$ cat src/rtl/pong_pkg.sv
// Shared constants, state encoding and helpers for the pong physics engine.
package pong_pkg;

  localparam int DEF_SCREEN_W    = 640;
  localparam int DEF_SCREEN_H    = 480;
  localparam int DEF_BALL_SIZE   = 8;
  localparam int DEF_PADDLE_W    = 64;
  localparam int DEF_PADDLE_Y    = 460;
  localparam int DEF_PADDLE_STEP = 8;
  localparam int DEF_BALL_SPEED  = 2;
  localparam int DEF_FRAME_DIV   = 833333;

  localparam int BALL_X_MAX   = DEF_SCREEN_W - DEF_BALL_SIZE;
  localparam int PADDLE_X_MAX = DEF_SCREEN_W - DEF_PADDLE_W;

  // IDLE wait for arm | ARMED wait for start | RUN play | DEAD wait for re-arm
  typedef enum logic [1:0] {
    ST_IDLE  = 2'd0,
    ST_ARMED = 2'd1,
    ST_RUN   = 2'd2,
    ST_DEAD  = 2'd3
  } state_t;

  function automatic logic [7:0] sat_inc8(input logic [7:0] v);
    return (v == 8'hFF) ? v : v + 8'd1;
  endfunction

endpackage

$ cat src/rtl/pong_engine_frame_tick_gen.sv
// Free-running modulo counter; o_tick is high while the count sits at FRAME_DIV-1.
module frame_tick_gen #(
  parameter int FRAME_DIV = 833333
) (
  input  logic clk,
  input  logic reset,
  output logic o_tick
);

  localparam int CW = (FRAME_DIV > 1) ? $clog2(FRAME_DIV) : 1;
  localparam logic [CW-1:0] C_LAST = CW'(FRAME_DIV - 1);

  logic [CW-1:0] r_cnt;

  always_ff @(posedge clk or posedge reset) begin
    if (reset) begin
      r_cnt <= '0;
    end else if (r_cnt == C_LAST) begin
      r_cnt <= '0;
    end else begin
      r_cnt <= r_cnt + CW'(1);
    end
  end

  assign o_tick = (r_cnt == C_LAST);

endmodule

$ cat src/rtl/pong_engine.sv
// Pong game physics: paddle, ball, score and miss detection, stepped once per frame tick.
module pong_engine
  import pong_pkg::*;
#(
  parameter int SCREEN_W    = DEF_SCREEN_W,
  parameter int SCREEN_H    = DEF_SCREEN_H,
  parameter int BALL_SIZE   = DEF_BALL_SIZE,
  parameter int PADDLE_W    = DEF_PADDLE_W,
  parameter int PADDLE_Y    = DEF_PADDLE_Y,
  parameter int PADDLE_STEP = DEF_PADDLE_STEP,
  parameter int BALL_SPEED  = DEF_BALL_SPEED,
  parameter int FRAME_DIV   = DEF_FRAME_DIV
) (
  input  logic       clk,
  input  logic       reset,
  input  logic       i_ready_sig,
  input  logic       i_start_sig,
  input  logic       i_play_sig,
  input  logic       i_pause_sig,
  input  logic       i_left_sig,
  input  logic       i_right_sig,
  output logic [9:0] o_ball_x,
  output logic [9:0] o_ball_y,
  output logic [9:0] o_paddle_x,
  output logic [7:0] o_score,
  output logic       o_sig_dead,
  output logic       o_running
);

  localparam logic [9:0] C_BX_INIT = 10'(SCREEN_W / 2 - BALL_SIZE / 2);
  localparam logic [9:0] C_BY_INIT = 10'(SCREEN_H / 2);
  localparam logic [9:0] C_PX_INIT = 10'(SCREEN_W / 2 - PADDLE_W / 2);
  localparam logic [9:0] C_BY_HIT  = 10'(PADDLE_Y - BALL_SIZE);
  localparam logic [9:0] C_SPD_U   = 10'(BALL_SPEED);

  localparam logic signed [10:0] C_SPD   = 11'(BALL_SPEED);
  localparam logic signed [10:0] C_STEP  = 11'(PADDLE_STEP);
  localparam logic signed [10:0] C_BSZ   = 11'(BALL_SIZE);
  localparam logic signed [10:0] C_PW    = 11'(PADDLE_W);
  localparam logic signed [10:0] C_PY    = 11'(PADDLE_Y);
  localparam logic signed [10:0] C_BXMAX = 11'(SCREEN_W - BALL_SIZE);
  localparam logic signed [10:0] C_PXMAX = 11'(SCREEN_W - PADDLE_W);

  state_t     r_state, w_state_nxt;
  logic [9:0] r_ball_x, r_ball_y, r_paddle_x;
  logic [9:0] w_bx_nxt, w_by_nxt, w_px_nxt;
  logic [7:0] r_score, w_score_nxt;
  logic       r_dx, r_dy, w_dx_nxt, w_dy_nxt;
  logic       r_left_req, r_right_req, w_lreq_nxt, w_rreq_nxt;
  logic       r_sig_dead, w_dead_nxt;
  logic       w_tick, w_left, w_right;

  logic signed [10:0] w_bx_s, w_by_s, w_px_s, w_bx_step, w_by_dn, w_px_l, w_px_r;
  logic [9:0] w_bx_new, w_by_new, w_px_new;
  logic       w_dx_new, w_dy_new, w_floor, w_hit, w_catch, w_miss;

  frame_tick_gen #(.FRAME_DIV(FRAME_DIV)) u_tick (
    .clk    (clk),
    .reset  (reset),
    .o_tick (w_tick)
  );

  // A request raised on the tick cycle itself still counts for that tick.
  assign w_left  = r_left_req | i_left_sig;
  assign w_right = r_right_req | i_right_sig;

  assign w_bx_s    = $signed({1'b0, r_ball_x});
  assign w_by_s    = $signed({1'b0, r_ball_y});
  assign w_px_s    = $signed({1'b0, r_paddle_x});
  assign w_bx_step = w_bx_s + (r_dx ? C_SPD : -C_SPD);
  assign w_by_dn   = w_by_s + C_SPD;
  assign w_px_l    = w_px_s - C_STEP;
  assign w_px_r    = w_px_s + C_STEP;
  assign w_hit     = (w_bx_s + C_BSZ > w_px_s) && (w_bx_s < w_px_s + C_PW);
  assign w_catch   = w_floor && w_hit;
  assign w_miss    = w_floor && !w_hit;

  always_comb begin
    w_px_new = r_paddle_x;
    if (w_left && !w_right) begin
      w_px_new = w_px_l[10] ? 10'd0 : w_px_l[9:0];
    end else if (w_right && !w_left) begin
      w_px_new = (w_px_r > C_PXMAX) ? C_PXMAX[9:0] : w_px_r[9:0];
    end

    w_dx_new = r_dx;
    w_bx_new = w_bx_step[9:0];
    if (w_bx_step >= C_BXMAX) begin
      w_bx_new = C_BXMAX[9:0];
      w_dx_new = 1'b0;
    end else if (w_bx_step[10]) begin
      w_bx_new = 10'd0;
      w_dx_new = 1'b1;
    end

    w_dy_new = r_dy;
    w_by_new = r_ball_y;
    w_floor  = 1'b0;
    if (!r_dy) begin
      if (w_by_s <= C_SPD) begin
        w_by_new = 10'd0;
        w_dy_new = 1'b1;
      end else begin
        w_by_new = r_ball_y - C_SPD_U;
      end
    end else begin
      w_by_new = w_by_dn[9:0];
      if (w_by_dn + C_BSZ >= C_PY) begin
        w_floor = 1'b1;
        if (w_hit) begin
          w_by_new = C_BY_HIT;
          w_dy_new = 1'b0;
        end
      end
    end
  end

  always_comb begin
    w_state_nxt = r_state;
    w_bx_nxt    = r_ball_x;
    w_by_nxt    = r_ball_y;
    w_px_nxt    = r_paddle_x;
    w_dx_nxt    = r_dx;
    w_dy_nxt    = r_dy;
    w_score_nxt = r_score;
    w_dead_nxt  = 1'b0;
    w_lreq_nxt  = w_tick ? 1'b0 : w_left;
    w_rreq_nxt  = w_tick ? 1'b0 : w_right;
    if (i_ready_sig) begin
      w_state_nxt = ST_ARMED;
      w_bx_nxt    = C_BX_INIT;
      w_by_nxt    = C_BY_INIT;
      w_px_nxt    = C_PX_INIT;
      w_dx_nxt    = 1'b1;
      w_dy_nxt    = 1'b1;
      w_score_nxt = 8'd0;
      w_lreq_nxt  = 1'b0;
      w_rreq_nxt  = 1'b0;
    end else begin
      case (r_state)
        ST_ARMED: if (i_start_sig) w_state_nxt = ST_RUN;
        ST_RUN: begin
          if (w_tick && i_play_sig && !i_pause_sig) begin
            w_bx_nxt = w_bx_new;
            w_by_nxt = w_by_new;
            w_px_nxt = w_px_new;
            w_dx_nxt = w_dx_new;
            w_dy_nxt = w_dy_new;
            if (w_catch) w_score_nxt = sat_inc8(r_score);
            if (w_miss) begin
              w_dead_nxt  = 1'b1;
              w_state_nxt = ST_DEAD;
            end
          end
        end
        default: ;
      endcase
    end
  end

  always_ff @(posedge clk or posedge reset) begin
    if (reset) r_state <= ST_IDLE;
    else       r_state <= w_state_nxt;
  end

  always_ff @(posedge clk or posedge reset) begin
    if (reset) begin
      r_ball_x    <= C_BX_INIT;
      r_ball_y    <= C_BY_INIT;
      r_paddle_x  <= C_PX_INIT;
      r_dx        <= 1'b1;
      r_dy        <= 1'b1;
      r_score     <= 8'd0;
      r_sig_dead  <= 1'b0;
      r_left_req  <= 1'b0;
      r_right_req <= 1'b0;
    end else begin
      r_ball_x    <= w_bx_nxt;
      r_ball_y    <= w_by_nxt;
      r_paddle_x  <= w_px_nxt;
      r_dx        <= w_dx_nxt;
      r_dy        <= w_dy_nxt;
      r_score     <= w_score_nxt;
      r_sig_dead  <= w_dead_nxt;
      r_left_req  <= w_lreq_nxt;
      r_right_req <= w_rreq_nxt;
    end
  end

  assign o_ball_x   = r_ball_x;
  assign o_ball_y   = r_ball_y;
  assign o_paddle_x = r_paddle_x;
  assign o_score    = r_score;
  assign o_sig_dead = r_sig_dead;
  assign o_running  = (r_state == ST_RUN);

endmodule

$ cat config.mk
export PLATFORM = sky130hd
export DESIGN_NAME = pong_engine
export DESIGN_NICKNAME = d
export VERILOG_FILES = /design/src/rtl/pong_pkg.sv /design/src/rtl/pong_engine_frame_tick_gen.sv /design/src/rtl/pong_engine.sv
export SDC_FILE = /design/constraint.sdc
export NUM_CORES = 1
export LEC_CHECK = 0
export CELL_PAD_IN_SITES_DETAIL_PLACEMENT = 0
export CELL_PAD_IN_SITES_GLOBAL_PLACEMENT = 1
export CORE_ASPECT_RATIO = 0.6
export CORE_MARGIN = 4
export CORE_UTILIZATION = 43
export CTS_CLUSTER_SIZE = 12
export DETAILED_ROUTE_END_ITERATION = 7
export GPL_TIMING_DRIVEN = 0
export PLACE_DENSITY_LB_ADDON = 0.08
export SLEW_MARGIN = 20
export SYNTH_ARGS = -nofsm -noshare
export SYNTH_HDL_FRONTEND = slang
export SYNTH_SLANG_ARGS = --single-unit
$ cat constraint.sdc
create_clock -name clk -period 4.5 [get_ports clk]
set_clock_uncertainty 0.2 [all_clocks]
set_input_delay 0.675 -clock clk [delete_from_list [all_inputs] [get_ports clk]]
set_output_delay 0.675 -clock clk [all_outputs]
set_load 0.1 [all_outputs]
# [Word-level counts from Yosys, hierarchy flattened]
# Index checks and enable logic that the tools add are counted.
[totals] regBits=65 input_bits=8 elab_cells=112
[classes] n_addsub=10 order_cmp=6 n_eq_ne=8 n_mux=53 n_bitwise=2 reduce_logical=22
[op_table] operator="2-to-1 mux 10 bit" n=19
[op_table] operator="2-to-1 mux 8 bit" n=5
[op_table] operator="adder 10 x 4 -> 11 bit, second input constant" n=2
[op_table] operator="2-to-1 mux 1 bit" n=22
[op_table] operator="adder 20 x 1 -> 20 bit, second input constant" n=1
[op_table] operator="== test 20 bit, second input constant" n=1
[op_table] operator="2-to-1 mux 20 bit" n=1
[op_table] operator="adder 10 x 2 -> 11 bit, second input constant" n=1
[op_table] operator="adder 10 x 7 -> 11 bit, second input constant" n=1
[op_table] operator="adder 11 bit" n=1
[op_table] operator="adder 11 x 5 -> 11 bit, second input constant" n=1
[op_table] operator="greater-or-equal comparator 11 x 10 -> 1 bit, second input constant" n=1
[op_table] operator="greater-or-equal comparator 11 bit, second input constant" n=1
[op_table] operator="greater-than comparator 11 bit" n=1
[op_table] operator="greater-than comparator 11 bit, second input constant" n=1
[op_table] operator="less-than comparator 11 bit" n=1
[op_table] operator="2-to-1 mux 11 bit" n=1
[op_table] operator="subtractor 10 x 4 -> 11 bit, second input constant" n=1
[op_table] operator="less-or-equal comparator 10 x 2 -> 1 bit, second input constant" n=1
[op_table] operator="subtractor 10 x 2 -> 10 bit, second input constant" n=1
[op_table] operator="nonzero test 3 bit" n=3
[op_table] operator="adder 8 x 1 -> 8 bit, second input constant" n=1
[op_table] operator="== test 8 bit, second input constant" n=1
[op_table] operator="2-to-1 mux 2 bit" n=4
[op_table] operator="other kinds (13)" n=28

# [Longest topological paths before layout]
[logic_depth] ltp_word=10 mapped_depth=13 mapped_depth_nobuf=12

# [Modules after synthesis]
# From an unflattened synthesis, not the netlist that was laid out.
[unflattened] hier_cells=577 hier_area_um2=4929.7
[modules_own_cells] mod="pong_engine" instances=1 cells_each=474 area_per_inst_um2=3888.7 seq_area_each_um2=1017.2
[modules_own_cells] mod="frame_tick_gen" instances=1 cells_each=103 area_per_inst_um2=1041.0 seq_area_each_um2=500.5

# [Least setup slack after synthesis]
# No wires, ideal clock.
[synth_path] path_kind="register to register" from="register r_state[0]" to="register r_score[6], in the netlist o_score[6]" t_arrival_ps=3614 t_required_ps=4222 setup_slack_ps=608 path_stages_with_launch=8 n_path_buf=0 synth_period_minus_slack_ps=3892 path_cell_list="dfrtp_1 nor2b_1 nand3b_1 nor3_4 nand2_2 or4_1 or4_1 a21oi_1"
[synth_between] elab_chain_cells=3
[synth_lines] item="start: declaration" line_no="pong_engine.sv:44" text="state_t r_state, w_state_nxt;"
[synth_lines] item="start signal: assignment" line_no="pong_engine.sv:163" text="else r_state <= w_state_nxt;"
[synth_lines] item="== test 2 bit"
[synth_lines] item="named net o_running" line_no="pong_engine.sv:27" text="output logic o_running"
[synth_lines] item="nonzero test 2 bit (no line)"
[synth_lines] item="AND reduction 4 bit (no line)"
[synth_lines] item="end signal: assignment" line_no="pong_engine.sv:183" text="r_score <= w_score_nxt;"
[synth_lines] item="end: declaration" line_no="pong_engine.sv:47" text="logic [7:0] r_score, w_score_nxt;"
# The timed path passes the listed nets, and every way through them passes these cells.
# A chain may end at the register's enable or synchronous reset.

# [Final worst setup path]
[layout_path] from="register r_ball_x[3], in the netlist o_ball_x[3]" to="register r_ball_y[1], in the netlist o_ball_y[1]"
[layout_between] elab_chain_cells=9
[layout_lines] item="start: declaration" line_no="pong_engine.sv:45" text="logic [9:0] r_ball_x, r_ball_y, r_paddle_x;"
[layout_lines] item="start signal: assignment" line_no="pong_engine.sv:178" text="r_ball_x <= w_bx_nxt;"
[layout_lines] item="adder 10 x 4 -> 11 bit" line_no="pong_engine.sv:74" text="assign w_hit = (w_bx_s + C_BSZ > w_px_s) && (w_bx_s < w_px_s + C_PW);"
[layout_lines] item="greater-than comparator 11 bit" line_no="pong_engine.sv:74"
[layout_lines] item="logical AND 1 bit (*)" line_no="pong_engine.sv:74"
[layout_lines] item="2-to-1 mux 10 bit (*)" line_no="pong_engine.sv:110" text="if (w_hit) begin"
[layout_lines] item="2-to-1 mux 10 bit (*)" line_no="pong_engine.sv:108" text="if (w_by_dn + C_BSZ >= C_PY) begin"
[layout_lines] item="2-to-1 mux 10 bit (*)" line_no="pong_engine.sv:99" text="if (!r_dy) begin"
[layout_lines] item="2-to-1 mux 10 bit (*)" line_no="pong_engine.sv:143" text="if (w_tick && i_play_sig && !i_pause_sig) begin"
[layout_lines] item="2-to-1 mux 10 bit (*)" line_no="pong_engine.sv:140" text="case (r_state)"
[layout_lines] item="2-to-1 mux 10 bit (*)" line_no="pong_engine.sv:129" text="if (i_ready_sig) begin"
[layout_lines] item="end signal: assignment" line_no="pong_engine.sv:179" text="r_ball_y <= w_by_nxt;"
[layout_lines] item="end: declaration" line_no="pong_engine.sv:45"
# Mark *: on every way between the ends. The rest lies on a longest branch, timed or not. The select of a mux whose other input is x is not followed.

==> impl_metrics.tcl <==
set metrics [dict create \
    synth_edf_count 0 \
    rsz0062_at_grt "false" \
    grt_pass1_wl_um 24900 \
    grt_max_degree 53 \
    dp_hpwl_um 11350 \
    place.gp.congestion 0.8814 \
    grt_pass1_vias 4734 \
    die_h_um 92.97 \
    ys_async_sr_fraction_pct 100.0 \
    cap_violations 0 \
    dr.pass1.iters 5 \
    design.core.area_sq_um 11520 \
    cts_hold_buffers 0 \
    syn2layout_area_growth_pct 19.52 \
    synth-seq-cells 60 \
    yosysWarningCount 0 \
    grt_usage_pct 22.38 \
    clk_pin_slew_ns 0.06 \
    place_ws_ns 0.6296 \
    pin_count 48 \
    cts_resized 0 \
    finalSetupViolations 0 \
    cts_buffers 9 \
    multi_input_area_sq_um 3395 \
    end_kind "flop" \
    htree_levels 3 \
    maxSlewViolCount 0 \
    cts_tree "yes" \
    ys_seq_area_share_pct 29.33 \
    grt.overflow.total 0 \
    rows 30 \
    cts_setup_buffers 0 \
    fillers 1136 \
    die_area_sq_um 13910 \
    final_common_cell "nor2_1" \
    layout_common_cells "nor2_1, dfrtp_1, a21oi_1, clkdlybuf4s50_1, nand2_1" \
    powerDensity_nw_per_um2 256.6 \
    drtAntennaViolNets 0 \
    worst_pin_slew_ns 1.071 \
    finalCritPeriodShare_pct 89.20 \
    timing_worst_setup_path_type "flop to flop" \
    drive_gt1_share_pct 10.53 \
    avgRoutedWirePerCell_um 18.24 \
    ir_drop_v 0.0001726 \
    fin_util_pct 53.66 \
    cp.required_ns 4.49 \
    layout_setup_ws_ns 0.4861 \
    nNetsFinal 723 \
    vias 5054 \
    synth_cell_types 78 \
    netlist_instances 621 \
    start_util_pct 44.90 \
    clock_latency_ns 0.34 \
    crit_path_start_kind "flop" \
    drt_wl_total_um 15400 \
    slew_headroom_pct 28.02 \
    drc_errors 0 \
    place.port_buffers 42 \
    finalCriticalPeriod_ns 4.014 \
    register_area_sq_um 1518 \
    hold_viol 0 \
    cts-root-buf "clkbuf_16" \
    cp_data_arrival_time_ns 4.00 \
    antenna_found_initial 0 \
    r2r_slack_ns 0.49 \
    syn_area_sq_um 5174 \
    postSynthAreaPerCell_sq_um 8.331 \
    dieWidth_um 149.6 \
    cts.sinks 60 \
    hp-class "flop to flop" \
    fin_setup_tns_ns 0 \
    via_per_inst 5.988 \
    p_leak_nw 2.567 \
    fmax_mhz 249.1 \
    crit_path_max_fanout 8 \
    status "finished, final reports clean" \
    antennaDiodeCount 0 \
    drtIter0Drc 447 \
    ys.flop_type "dfrtp_1" \
    clock_path_buffers 2 \
]
synth_stat cells (all sizes together), types with 3 or more instances:
cell | count | area (sq um)
nor2 | 50 | 187.7
dfrtp | 47 | 1176
a21oi | 46 | 230.2
nand2 | 39 | 148.9
nand3 | 36 | 180.2
ha | 35 | 437.9
o21ai | 32 | 160.2
inv | 26 | 97.59
xnor2 | 26 | 227.7
nor3 | 25 | 146.4
clkbuf | 21 | 78.83
buf | 18 | 107.6
xor2 | 15 | 131.4
and3 | 13 | 81.33
dfstp | 13 | 341.6
nand4 | 11 | 75.07
nand2b | 9 | 56.30
or3 | 9 | 56.30
or4 | 9 | 67.56
a21o | 8 | 60.06
a31oi | 8 | 50.05
nor2b | 8 | 50.05
o31ai | 8 | 60.06
o21a | 7 | 52.55
nor4 | 6 | 65.06
nor4b | 6 | 73.81
or2 | 6 | 37.54
a211oi | 5 | 37.54
o21bai | 5 | 37.54
o41ai | 5 | 43.79
a211o | 4 | 35.03
a311oi | 4 | 35.03
and2 | 4 | 25.02
mux2 | 4 | 45.04
nand3b | 4 | 30.03
o211ai | 4 | 35.03
a2bb2oi | 3 | 26.28
and4 | 3 | 26.28
mux2i | 3 | 30.03
o311ai | 3 | 26.28
or4b | 3 | 30.03
kinds of logic after synthesis:
kind of cell	Yosys count	share of synthesized area, %
other cells	1	0.07248
flops	60	29.34
compound gates	164	20.94
xor+xnor	41	6.941
fa+ha+maj	37	9.045
simple gates	246	26.72
mux	7	1.451
buf+inv	65	5.490
critical path, cell delays in order, from the launching register on:
cell      delay (ns)
dfstp_2         0.62
ha_1            0.22
nand3_1         0.13
nor2_1          0.19
xor2_1          0.16
ha_1            0.26
nand4_1         0.10
nor4b_1         0.07
a311oi_1        0.27
o221ai_1        0.34
or2_2           0.39
clkbuf_1        0.21
nor3_2          0.53
a31oi_1         0.17
metrics by stage:
step                      power [mW]  hold slack [ns]  instance area, sq um  instances
after floorplan               0.7355           0.2497                  5189        625
after global placement        0.7935           0.2766                  5809        827
after detailed placement      0.7995           0.2858                  5839        828
after CTS                      1.592           0.2930                  6176        844
after global routing           1.635           0.3282                  6183        844
final                          1.587           0.2917                  6183        844
routing by layer:
metal	part of all wire (%)	GRT usage (%)	wire, um	up-vias
met5	0	0	0	-
met4	0.96	3.960	148	0
met3	7.4	5.183	1145	21
met2	41	32.14	6276	190
met1	51	34.24	7828	2445
li1	-	-	-	2398
power by group:
part | internal [mW] | switching [mW]
combinational | 0.0720 | 0.169
clock | 0.516 | 0.277
sequential | 0.548 | 0.00571
registers in the layout (all words and copies together) (netlist names):
register / flops
r_dy: 1
o_ball_x: 9
r_right_req: 1
o_paddle_x: 7
r_left_req: 1
o_ball_y: 9
r_dx: 1
u_tick.r_cnt: 20
o_sig_dead: 1
o_score: 8
r_state: 2
final timing paths:
path / from / end / depth (start not counted)
worst max-delay path: o_ball_x[3] / o_ball_y[1] / 13
worst min-delay path: u_tick.r_cnt[19] / u_tick.r_cnt[19] / 1
worst max register to register: o_ball_x[3] / o_ball_y[1] / 13
max in group asynchronous: reset / o_ball_x[2] / 3
min in group asynchronous: reset / u_tick.r_cnt[12] / 2
worst min register to register: u_tick.r_cnt[19] / u_tick.r_cnt[19] / 1
final cells by class:
class | count | area share [%]
Inverter | 26 | 1.619
Tap cell | 160 | 3.238
Clock buffer | 11 | 4.087
Clock inverter | 5 | 1.356
Multi-Input combinational cell | 500 | 54.90
Sequential cell | 60 | 24.54
Timing Repair Buffer | 43 | 7.244
Buffer | 39 | 3.015
(Power assumes the default switching activity.)
==> variant 1, RTL diff (config.mk and constraints unchanged) <==
Make the reset (`reset`) synchronous in 3 clocked blocks.
--- a/src/rtl/pong_engine_frame_tick_gen.sv
+++ b/src/rtl/pong_engine_frame_tick_gen.sv
@@ -14,3 +14,3 @@
 
-  always_ff @(posedge clk or posedge reset) begin
+  always_ff @(posedge clk) begin
     if (reset) begin
--- a/src/rtl/pong_engine.sv
+++ b/src/rtl/pong_engine.sv
@@ -160,3 +160,3 @@
 
-  always_ff @(posedge clk or posedge reset) begin
+  always_ff @(posedge clk) begin
     if (reset) r_state <= ST_IDLE;
@@ -165,3 +165,3 @@
 
-  always_ff @(posedge clk or posedge reset) begin
+  always_ff @(posedge clk) begin
     if (reset) begin
Behaviour: differs if reset is asserted again (counterexample within 4 cycles, from zero or initial values and one cycle with reset high); with reset held inactive, the same outputs for 10 cycles.
==> variant 1 against the unedited design <==
Area after synthesis decreased by 10%; routed wire length decreased by 16%; global-route usage shrank 0.94 points; sequential share of layout area fell by 2.8 points; sequential cell count did not move; final area decreased by 11%; setup slack gained 190 ps; largest cell class unchanged.
Power is not compared: it rests on default switching activity, and its combinational part moved more than twofold at a synthesized area within 25%.
==> variant 1: results (changes against the unedited design) <==
Synth Area per Inst=7.868 um^2 (was 8.331 um^2); clk slew on worst S/H paths=60 ps (about the same); hpwl dp=9939 um (was 11350 um); first-pass detailed-route iteration total=5 (unchanged); Area contributors post-synth=dfxtp_1 26%, ha_1 9.7%, xnor2_1 5.5% (was dfrtp_1 23%, ha_1 8.5%, dfstp_2 6.6%); initial antenna violation count=0 (unchanged); Routed WL=12880 um (was 15400 um); max incr delay on CP=570 ps (was 620 ps); Critical-path top delay cell=dfxtp_1 (was dfstp_2); Worst path top cell family by delay=simple AND/OR/NAND/NOR gates (unchanged); asr flop ratio synth=0% (was 100.0%); first-pass GRT wire length=21500 um (was 24900 um); fraction of layout instances using a drive strength above 1=7.669% (was 10.53%); filler instances=1005 (was 1136); P_leak=a little over 2 nW; warnings from Yosys=0 (unchanged); routed len/inst=16.28 um (was 18.24 um); vias in the first global route=4103 (was 4734); CTS resizes=0 (unchanged); CTS Buffer Depth=2 (unchanged); Vias=4398 (was 5054); Num CTS Buffers=9 (unchanged); status=complete, no violations (unchanged); worst vdd ir=0.0001908 V; crit-path max FO=10 (was 8); Hold Path Class=register to register (unchanged); clk_lat worst skew=330 ps; gr ovfl total=0 (unchanged); I/O Buffers=42 (unchanged); largest register by flop count=u_tick.r_cnt (unchanged); root buffer cell=clkbuf_16 (unchanged); Final nets=692 (was 723); n_diodes=0 (unchanged); max reg flops=20 (unchanged); Critical Path AT=3880 ps (was 4000 ps); Most used DFF post-synth=dfxtp_1 (was dfrtp_1); setup bufs post-CTS=0 (unchanged); all-layer global routing usage=21.44% (was 22.38%); DRT iter0 DRCs=276 (was 447); Placer Congestion=0.8657 (was 0.8814); H-tree Lvls=3 (unchanged); largest net degree at the start of global routing=13 (was 53); sequential area share after synthesis=25.88% (was 29.33%); Synth cell types=82 (was 78); commonest cells in the netlist=60 x dfxtp_1, 57 x nor2_1, 56 x nand2_1 (was 50 x nor2_1, 47 x dfrtp_1, 46 x a21oi_1); cell total after placement=775 (was 828); Slew @ Worst Pin=1021 ps (was 1071 ps); Placed Instance Area=5251 um^2 (was 5839 um^2)
==> variant 1: changes by cell type after synthesis, sizes merged, moves of 7 or more <==
cell / unedited run / this run
nor3: 25 / 8
nand3: 36 / 29
dfstp: 13 / 0
dfrtp: 47 / 0
nor2: 50 / 59
nand4: 11 / 19
dfxtp: 0 / 60
nand2: 39 / 56
==> variant 1: where the power goes <==
group / total (W) / leakage, nW / switching [W] / internal [W]
Combinational: 0.0000671 / 1.44 / 0.0000472 / 0.0000199
Clock: 0.000643 / 0.136 / 0.000268 / 0.000375
Sequential: 0.000538 / 0.485 / 0.00000287 / 0.000535
==> variant 1: metal layers <==
| metal | vias up | routed length (um) | track usage [%] | share of wire, % |
|---|---|---|---|---|
| met5 | - | 0 | 0 | 0 |
| met4 | 0 | 120 | 5.139 | 0.93 |
| met3 | 13 | 706 | 4.482 | 5.5 |
| met2 | 105 | 5101 | 30.34 | 40 |
| met1 | 2054 | 6952 | 32.89 | 54 |
| li1 | 2226 | - | - | - |
==> variant 1: logic make-up (layout without fill, tap and decap cells) <==
family	count (synthesis)	in the layout	share of synthesized area, %
other	1	5	0.08078
muxes	6	6	1.563
and+or+nand+nor	241	241	27.01
xor gates and xnor gates	46	46	8.679
buffers and inverters	56	114	5.337
AOI/OAI and AO/OA	143	143	21.32
adders and majority gates	37	37	10.13
DFF	60	60	25.88
==> variant 1: final timing paths <==
check	startpoint	end	slack, ps	cells after the start
max	o_paddle_x[6]	o_score[7]	680	12
min	r_state[1]	r_state[1]	280	2
max reg2reg	o_paddle_x[6]	o_score[7]	680	12
min reg2reg	r_state[1]	r_state[1]	280	2
==> variant 1: cell type report <==
cell class	instances	area, um^2	share of cell area (%)
multi-input combinational	478	3208	58.02
tap	139	173.9	3.146
timing repair buffer	42	420.4	7.604
buffer	27	138.9	2.512
inverter	29	108.9	1.969
clock inverter	7	52.55	0.9504
sequential	60	1201	21.72
clock buffer	9	225.2	4.073
==> variant 1: metrics by stage <==
| step | total power, W | util, % | worst slack, ps |
|---|---|---|---|
| CTS | 0.001264 | 52.36 | 691.3 |
| finish | 0.001248 | 52.36 | 679.6 |
| detailed placement | 0.0006163 | 49.73 | 734.7 |
| global route | 0.001291 | 52.36 | 465.3 |
| global placement | 0.0006157 | 49.73 | 768.2 |
| floorplan | 0.0005979 | - | 555.0 |
==> variant 1: worst min-delay path, stage by stage, from the launching register on <==
cell and delay [ps]:
dfxtp_1 330, a21oi_1 40, nor2_1 70
==> variant 2, RTL diff (same settings) <==
Without the edit above. The package constant `DEF_FRAME_DIV` goes from 833333 to 1666666.
--- a/src/rtl/pong_pkg.sv
+++ b/src/rtl/pong_pkg.sv
@@ -10,3 +10,3 @@
   localparam int DEF_BALL_SPEED  = 2;
-  localparam int DEF_FRAME_DIV   = 833333;
+  localparam int DEF_FRAME_DIV   = 1666666;
 
Behaviour: no difference found for any inputs over 10 cycles, from zero or initial values and one cycle with reset high; that may be too few to reach the edited logic, so the function may still have changed.
==> variant 2 against the unedited design <==
Count of clock-buffer cells in the layout fell by 2; core utilization increased by 0.33 points; sequential cell count is 1 higher; final area shrank 5.6%; non-clock buffer count is 6 lower; setup slack better by 21 ps; routed wire length is 12% lower; fmax rose by 0.53%; area after synthesis decreased by 5.9%; sequential share of layout area grew 1.9 points.
Power is not compared: it rests on default switching activity, and its combinational part moved more than twofold at a synthesized area within 25%.
==> variant 2: results (changes against the unedited design) <==
hpwl dp=10100 um (was 11350 um); relative slew slack=29.56% (was 28.02%); Post-Syn Area=4870 um^2 (was 5174 um^2); fraction of layout instances using a drive strength above 1=8.937% (was 10.53%); Placer Congestion=0.8488 (was 0.8814); final period utilization=88.73% (was 89.20%); M2 GR Usage=31.18% (was 32.14%); met2 WL post-DR=5511 um (was 6276 um); multi-input gate share of total cell area=52.53% (was 54.90%); largest net degree at the start of global routing=49 (was 53); Multi-input comb cells=466 (was 500); first-pass GRT wire length=22650 um (was 24900 um); vias per inst=5.821 (was 5.988); met3 wire len=998 um (was 1145 um); GRT met1 Usage=31.54% (was 34.24%); Seq Cell Count=61 (was 60); Most used DFF post-synth=dfrtp_1 (unchanged); GR Util met3=5.065% (was 5.183%); status=complete, no violations (unchanged); clock network area share=5.551% (was 5.443%); Worst Min Path Start=r_state[1] (was u_tick.r_cnt[19]); area share of buffers outside the clock network=10.54% (was 10.26%); hold endpoint=r_state[1] (was u_tick.r_cnt[19]); filler instances=978 (was 1136); Register-to-Register Path Depth=14 (was 13); Area contributors post-synth=dfrtp_1 25%, ha_1 9.0%, dfstp_2 7.0% (was dfrtp_1 23%, ha_1 8.5%, dfstp_2 6.6%); hold path depth=2 (was 1); sequential area share after synthesis=31.68% (was 29.33%); Synth cell types=66 (was 78); max reg flops=21 (was 20); sequential cell area share=26.43% (was 24.54%); invs w/o clock=30 (was 26); Final nets=688 (was 723); DRT iter0 DRCs=303 (was 447); bufs w/o clock=76 (was 82); clk_lat worst skew=330 ps; WL met1=6892 um (was 7828 um); crit-path max FO=10 (was 8); commonest cells in the netlist=54 x nor2_1, 48 x dfrtp_1, 45 x a21oi_1, 45 x nand2_1, 36 x o21ai_0 (was 50 x nor2_1, 47 x dfrtp_1, 46 x a21oi_1); reg-to-reg slack, setup=510 ps (was 490 ps)
[variant 2: cell types whose count changed after synthesis, sizes merged, moves of 5 or more]
cell	before	now
and3	13	8
xnor2	26	31
nand3	36	24
o31ai	8	13
or2	6	1
o41ai	5	0
nor4	6	11
o21ai	32	39
nand2	39	45
[variant 2: power breakdown]
group	switching (W)	internal, W
sequential	0.00000322	0.000554
combinational	0.0000699	0.0000235
clock	0.000273	0.000488
[variant 2: per-stage QoR]
stage / hold WS, ps / total power (W) / util (%) / cells / setup slack [ps]
final: 301.3 / 0.001412 / 53.99 / 788 / 507.2
after detailed placement: 290.3 / 0.0006610 / 50.95 / 772 / 300.2
after global placement: 285.7 / 0.0006572 / 50.67 / 771 / 313.6
after CTS: 306.0 / 0.001429 / 53.95 / 788 / 277.9
after floorplan: 265.2 / 0.0006328 / - / 590 / 354.4
after global routing: 328.0 / 0.001464 / 53.99 / 788 / 218.1
[variant 2: repair_timing]
item	CTS	global route
setup endpoints to repair	0	1
setup buffers	0	0
hold buffers	0	0
resized for setup	0	1
[variant 2: critical path, delay by kind of cell, from the launching register on]
kind	cells	cell delay (ps)
adders and majority gates	2	500
xor gates and xnor gates	1	190
DFF	1	630
AOI/OAI and AO/OA	4	960
and+or+nand+nor	5	850
buffers and inverters	1	150
muxes	1	380
[variant 2: kinds of logic after synthesis]
logic type	after synthesis	synth area share, %
AO/OA/AOI/OAI	156	20.50
XOR/XNOR	47	8.453
adder cells (fa/ha/maj)	36	9.404
buffers and inverters	63	5.755
flip-flops	61	31.68
multiplexers	3	0.6680
other	1	0.07701
AND/OR/NAND/NOR	219	23.46
